### config.mk
export PLATFORM = sky130hd
export DESIGN_NAME = posit_weight_serializer_flat
export DESIGN_NICKNAME = d
export VERILOG_FILES = /design/src/rtl/posit_weight_serializer_if.sv /design/src/rtl/posit_weight_serializer.sv /design/src/flat_wrapper.sv
export SDC_FILE = /design/constraint.sdc
export NUM_CORES = 1
export LEC_CHECK = 0
export CAP_MARGIN = 5
export CORE_MARGIN = 2
export CORE_UTILIZATION = 45
export DETAILED_ROUTE_END_ITERATION = 7
export GPL_ROUTABILITY_DRIVEN = 0
export PLACE_DENSITY = 0.67
export SLEW_MARGIN = 20
export SYNTH_ARGS = -nofsm -noshare
export SYNTH_HDL_FRONTEND = slang
export SYNTH_SLANG_ARGS = --single-unit
### constraint.sdc
create_clock -name clk -period 4.2 [get_ports clk]
set_input_delay 0.63 -clock clk [delete_from_list [all_inputs] [get_ports clk]]
set_output_delay 0.63 -clock clk [all_outputs]
set_load 0.01 [all_outputs]
### src/rtl/posit_weight_serializer_if.sv
// Parallel posit word input and serial weight output of the posit weight serializer.
// The serializer uses the master view; the weight buffer / multiplier side uses the slave view.
interface posit_weight_serializer_if #(
    parameter int unsigned MAX_W = 8
);
    logic [MAX_W-1:0] w_in;
    logic             w_in_valid;
    logic             w_in_ready;
    logic             w_out;
    logic             valid_out;
    logic             word_start;
    logic             word_last;

    modport master (
        input  w_in, w_in_valid,
        output w_in_ready, w_out, valid_out, word_start, word_last
    );

    modport slave (
        output w_in, w_in_valid,
        input  w_in_ready, w_out, valid_out, word_start, word_last
    );
endinterface

### src/rtl/posit_weight_serializer.sv
// Bit-serial posit (es = 0) weight transmitter: 2-entry input FIFO feeding an MSB-first shifter
// that streams back-to-back words without bubbles and owns the shared precision setting.
module posit_weight_serializer #(
    parameter int unsigned MAX_W = 8
) (
    input  logic                            clk,
    input  logic                            rst,
    input  logic                            set,
    input  logic [3:0]                      precision,
    input  logic                            stall,
    output logic                            busy,
    posit_weight_serializer_if.master       bus
);
    localparam int unsigned IW    = (MAX_W > 1) ? $clog2(MAX_W) : 1;
    localparam logic [3:0]  MAX_P = 4'(MAX_W);

    typedef enum logic {IDLE, SHIFT} state_t;

    state_t           state_q, state_d;
    logic [3:0]       prec_q, prec_d;
    logic [MAX_W-1:0] fifo_q [2];
    logic [MAX_W-1:0] fifo_d [2];
    logic             wr_ptr_q, wr_ptr_d;
    logic             rd_ptr_q, rd_ptr_d;
    logic [1:0]       occ_q, occ_d;
    logic [MAX_W-1:0] sh_q, sh_d;
    logic [3:0]       rem_q, rem_d;
    logic             w_out_q, w_out_d;
    logic             valid_q, valid_d;
    logic             start_q, start_d;
    logic             last_q, last_d;

    logic             push, pop;
    logic [MAX_W-1:0] head, word_mask;
    logic [IW-1:0]    sign_idx, next_idx;

    assign bus.w_in_ready = (occ_q != 2'd2);
    assign bus.w_out      = w_out_q;
    assign bus.valid_out  = valid_q;
    assign bus.word_start = start_q;
    assign bus.word_last  = last_q;
    assign busy           = (occ_q != 2'd0) || (state_q == SHIFT) || valid_q;

    assign head      = fifo_q[rd_ptr_q];
    assign word_mask = {MAX_W{1'b1}} >> (MAX_P - prec_q);
    assign sign_idx  = IW'(prec_q - 4'd1);
    assign next_idx  = IW'(rem_q - 4'd1);
    assign push      = bus.w_in_valid && bus.w_in_ready;
    // A pop always coincides with emitting the next word's sign bit, so it also gates the stream.
    assign pop       = !stall && (occ_q != 2'd0) && ((state_q == IDLE) || (rem_q == 4'd0));

    always_comb begin
        state_d  = state_q;
        prec_d   = prec_q;
        fifo_d   = fifo_q;
        wr_ptr_d = wr_ptr_q;
        rd_ptr_d = rd_ptr_q;
        sh_d     = sh_q;
        rem_d    = rem_q;
        w_out_d  = w_out_q;
        valid_d  = 1'b0;
        start_d  = 1'b0;
        last_d   = 1'b0;
        occ_d    = occ_q + 2'(push) - 2'(pop);

        if (set && !busy) begin
            if (precision < 4'd2) begin
                prec_d = 4'd2;
            end else if (precision > MAX_P) begin
                prec_d = MAX_P;
            end else begin
                prec_d = precision;
            end
        end

        if (push) begin
            fifo_d[wr_ptr_q] = bus.w_in & word_mask;
            wr_ptr_d         = ~wr_ptr_q;
        end

        if (pop) begin
            state_d  = SHIFT;
            rd_ptr_d = ~rd_ptr_q;
            sh_d     = head;
            rem_d    = prec_q - 4'd1;
            w_out_d  = head[sign_idx];
            valid_d  = 1'b1;
            start_d  = 1'b1;
        end else if (!stall && (state_q == SHIFT)) begin
            if (rem_q != 4'd0) begin
                w_out_d = sh_q[next_idx];
                rem_d   = rem_q - 4'd1;
                valid_d = 1'b1;
                last_d  = (rem_q == 4'd1);
            end else begin
                state_d = IDLE;
            end
        end
    end

    always_ff @(posedge clk or negedge rst) begin
        if (!rst) begin
            state_q  <= IDLE;
            prec_q   <= 4'd2;
            fifo_q   <= '{default: '0};
            wr_ptr_q <= 1'b0;
            rd_ptr_q <= 1'b0;
            occ_q    <= 2'd0;
            sh_q     <= '0;
            rem_q    <= 4'd0;
            w_out_q  <= 1'b0;
            valid_q  <= 1'b0;
            start_q  <= 1'b0;
            last_q   <= 1'b0;
        end else begin
            state_q  <= state_d;
            prec_q   <= prec_d;
            fifo_q   <= fifo_d;
            wr_ptr_q <= wr_ptr_d;
            rd_ptr_q <= rd_ptr_d;
            occ_q    <= occ_d;
            sh_q     <= sh_d;
            rem_q    <= rem_d;
            w_out_q  <= w_out_d;
            valid_q  <= valid_d;
            start_q  <= start_d;
            last_q   <= last_d;
        end
    end
endmodule

### src/flat_wrapper.sv
// flat-port wrapper written by rule: the top's interface ports become plain ports
module posit_weight_serializer_flat 
#(
    parameter int unsigned MAX_W = 8
)
  (clk, rst, set, precision, stall, busy, bus_w_in, bus_w_in_valid, bus_w_in_ready, bus_w_out, bus_valid_out, bus_word_start, bus_word_last);
  posit_weight_serializer_if #(.MAX_W(MAX_W)) bus_i ();
  input  logic clk;
  input  logic rst;
  input  logic set;
  input  logic [3:0] precision;
  input  logic stall;
  output logic busy;
  input wire logic [$bits(bus_i.w_in)-1:0] bus_w_in;
  input wire logic [$bits(bus_i.w_in_valid)-1:0] bus_w_in_valid;
  output wire logic [$bits(bus_i.w_in_ready)-1:0] bus_w_in_ready;
  output wire logic [$bits(bus_i.w_out)-1:0] bus_w_out;
  output wire logic [$bits(bus_i.valid_out)-1:0] bus_valid_out;
  output wire logic [$bits(bus_i.word_start)-1:0] bus_word_start;
  output wire logic [$bits(bus_i.word_last)-1:0] bus_word_last;
  assign bus_i.w_in = bus_w_in;
  assign bus_i.w_in_valid = bus_w_in_valid;
  assign bus_w_in_ready = bus_i.w_in_ready;
  assign bus_w_out = bus_i.w_out;
  assign bus_valid_out = bus_i.valid_out;
  assign bus_word_start = bus_i.word_start;
  assign bus_word_last = bus_i.word_last;
  posit_weight_serializer #(.MAX_W(MAX_W)) u_core (.clk(clk), .rst(rst), .set(set), .precision(precision), .stall(stall), .busy(busy), .bus(bus_i));
endmodule
==> qor.log <==
[clock_network] clock latency of the later-clocked register in the worst-skew pair 300 ps
[timing] final count of negative-setup-slack endpoints 0
[floorplanning] Die Area 5250 um^2
[routing] count of unresolved DRC violations after routing 0
[critical_path] arrival time of data at the critical path endpoint 2580 ps
[logic_synthesis] cells taking the most area after synthesis dfrtp_1, nand2_1, o21ai_0
[critical_path] Crit path largest cell delay 500 ps
[placed_design] Port Buffer Count 22
[finish] layout cells sized above 1 11.6%
[flow_run] count of max-cap constraint violations 0
[power_and_ir_drop] overall power of the completed layout 1350 uW
[clock_network] number of hold-repair buffers added at the cts stage 0
[finish] final cell count without fillers 276
[logic_synthesis] number of flops mapped to enable cells by yosys 0
[logic_synthesis] number of synthesized register bits 41
[clock_network] post-cts sizing count 0
[timing] clock skew after layout 6.05 ps
[floorplanning] horizontal die dimension 72.5 um
[global_routing] global-route wire length before repair 7.04 mm
[critical_path] Critical Setup Path Class flop to flop
[finish] area delta synth->final 15.1%
[logic_synthesis] net count after synthesis 226
[global_routing] pin count of the biggest net entering global routing 42
[clock_network] worst-case clock buffer depth 2
[routing] WL per Instance 14.9 um
[global_routing] vias in the first global route 1433
[finish] area used by multi-input combinational logic 987 um^2
[global_routing] aggregate global-route resource usage 17.7%
[power_and_ir_drop] worst voltage drop across the vdd grid 318 uV
[placed_design] total instance count after detailed placement 268
[logic_synthesis] Ys Warns 0
[timing] worst path setup slack after routing 1800 ps
[placed_design] worst slack at placement 1770 ps
[logic_synthesis] top post-synthesis cells by count dfrtp_1, nand2_1, o21ai_0
[clock_network] total clock sinks 41
[logic_synthesis] most common cell in the netlist dfrtp_1
[timing] relative slew slack 40.9%
[clock_network] root buffer cell clkbuf_8
[routing] routed via count divided by cell count 5.56
[run_status] run status finished, final reports clean
[floorplanning] vertical die dimension 72.5 um
[critical_path] cell-by-cell listing of the critical path inv_1 -> ha_1 -> or3b_1 -> a211o_4 -> xnor2_1 -> ha_1 -> xnor2_1
[timing] RSZ-0062 raised after global routing no
[finish] area taken by flip-flops and latches 1030 um^2
[placed_design] post-detail-place hpwl 3.05 mm
[logic_synthesis] cell taking the most area after synthesis dfrtp_1
[finish] number of nets in the layout 246
[logic_synthesis] Async SR Flop Fraction 100%
[clock_network] CTS clock-pin slew for the worst setup and hold paths 80 ps
[power_and_ir_drop] cell area power density 555 nW/um^2
[logic_synthesis] Avg Cell Area, Syn 10.4 um^2
[clock_network] clock tree from TritonCTS yes
[timing] measured slew at the worst slew-check pin 886 ps
[critical_path] required time of the critical path 4380 ps
[logic_synthesis] number of library cell types mapped by synthesis 44
[clock_network] maximum level of the CTS H-tree 2
[timing] highest attainable clock frequency 417 MHz
[critical_path] CP Launch Type flop
[critical_path] CP max stage cell or3b_1
[finish] final core utilization 54.6%
[floorplanning] core area 4440 um^2
[logic_synthesis] instance count of the mapped netlist 203
[floorplanning] I/O pins 23
[timing] minimum clock period 2400 ps
[global_routing] number of antenna violations at the first check in global routing 0
[routing] vias after detailed routing 1534
[clock_network] post-CTS setup buffer count 0
[floorplanning] site row count 24
[finish] Filler Cells Inserted 418
[timing] Hold Vio Cnt, Final 0
[routing] antenna viol nets, final 0
[logic_synthesis] area share of the leading cell type in the synthesized netlist 47.4%
[critical_path] peak fanout along the critical path 22
[routing] Iteration-0 DRC Markers 124
[floorplanning] starting density of the core 47.5%
[routing] length of the first detailed-routing pass in iterations 4
[global_routing] total gr overflow 0
[timing] post-route fraction of the period consumed by the critical path 57.1%
[logic_synthesis] Post-synth top flop dfrtp_1
[finish] number of diodes 0
[worst_hold_path] HP Class input port to async pin
[clock_network] number of buffers created by CTS 5
[logic_synthesis] cell area after technology mapping 2110 um^2
[routing] Routed Wire Length 4.11 mm
[timing] max-slew violations 0
[timing] Setup TNS 0 ps
[logic_synthesis] register area share after synthesis 48.7%
[power_and_ir_drop] standby leakage power 0.00108 uW
[critical_path] CP Capture Type flop
[worst max-delay path: cells and delay by family (launching register included)]
family	cells	cell delay, ps
AO/OA/AOI/OAI	1	490
XOR/XNOR	2	280
adder cells (fa/ha/maj)	2	450
buffers and inverters	1	90
flip-flops	1	480
AND/OR/NAND/NOR	1	500
[sequential cells by signal, indices dropped and copies added, names as in the netlist]
name / flops
u_core.bus.valid_out: 1
u_core.bus.w_out: 1
u_core.bus.word_last: 1
u_core.bus.word_start: 1
u_core.fifo_q: 16
u_core.occ_q: 2
u_core.prec_q: 4
u_core.rd_ptr_q: 1
u_core.rem_q: 4
u_core.sh_q: 8
u_core.state_q: 1
u_core.wr_ptr_q: 1
[final timing paths]
kind / start / end / slack [ps] / cells after the start
setup / recovery: u_core.rem_q[0] / u_core.occ_q[1] / 1800 / 7
hold / removal: rst / u_core.fifo_q[5] / 450 / 1
setup reg to reg: u_core.rem_q[0] / u_core.occ_q[1] / 1800 / 7
hold reg to reg: u_core.fifo_q[2] / u_core.fifo_q[2] / 480 / 2
max in group asynchronous: rst / u_core.sh_q[0] / 3200 / 1
min in group clk: u_core.fifo_q[2] / u_core.fifo_q[2] / 480 / 2
[through the flow]
stage	hold slack [ps]	instance area, um^2
final	454	2430
after global routing	516	2430
after CTS	488	2430
after detailed placement	470	2330
after global placement	464	2330
after floorplan	334	2110
[placed cells by master (no fill, tap or decap), types with 6 or more instances in the layout]
master           instances
dfrtp_1                 40
mux2i_1                  9
o21ai_0                 23
nand2_1                 32
ha_1                     6
nor2_1                   6
clkbuf_8                 6
mux2_2                   8
inv_1                   10
clkdlybuf4s50_1         21
[cell families after synthesis]
kind of cell | count (synthesis) | share of synthesized area [%]
adder cells (fa/ha/maj) | 6 | 3.56
multiplexers | 19 | 10.7
XOR/XNOR | 7 | 2.91
AND/OR/NAND/NOR | 67 | 15.8
AO/OA/AOI/OAI | 44 | 13.8
buffers and inverters | 19 | 4.51
flip-flops | 41 | 48.7
[per-layer routing]
metal / wire, um / track usage [%] / vias to the layer above
met5: 0 / 0 / -
met4: 78 / 6.79 / 0
met3: 143 / 3.47 / 7
met2: 1860 / 24.8 / 30
met1: 2020 / 27.0 / 738
li1: - / - / 759
[power by group]
group / switching (uW) / total [uW] / internal (uW)
Combinational: 229 / 464 / 235
Clock: 141 / 274 / 133
Sequential: 107 / 609 / 502
Total: 478 / 1350 / 870
[area by class of cell]
| cell class | instances | share of cell area, % |
|---|---|---|
| sequential | 41 | 42.3 |
| tap | 52 | 2.68 |
| clock buffer | 6 | 3.40 |
| clock inverter | 2 | 0.567 |
| multi-input combinational | 143 | 40.6 |
| timing repair buffer | 22 | 8.86 |
| inverter | 10 | 1.55 |
No activity file was read; power rests on OpenSTA's default activity.
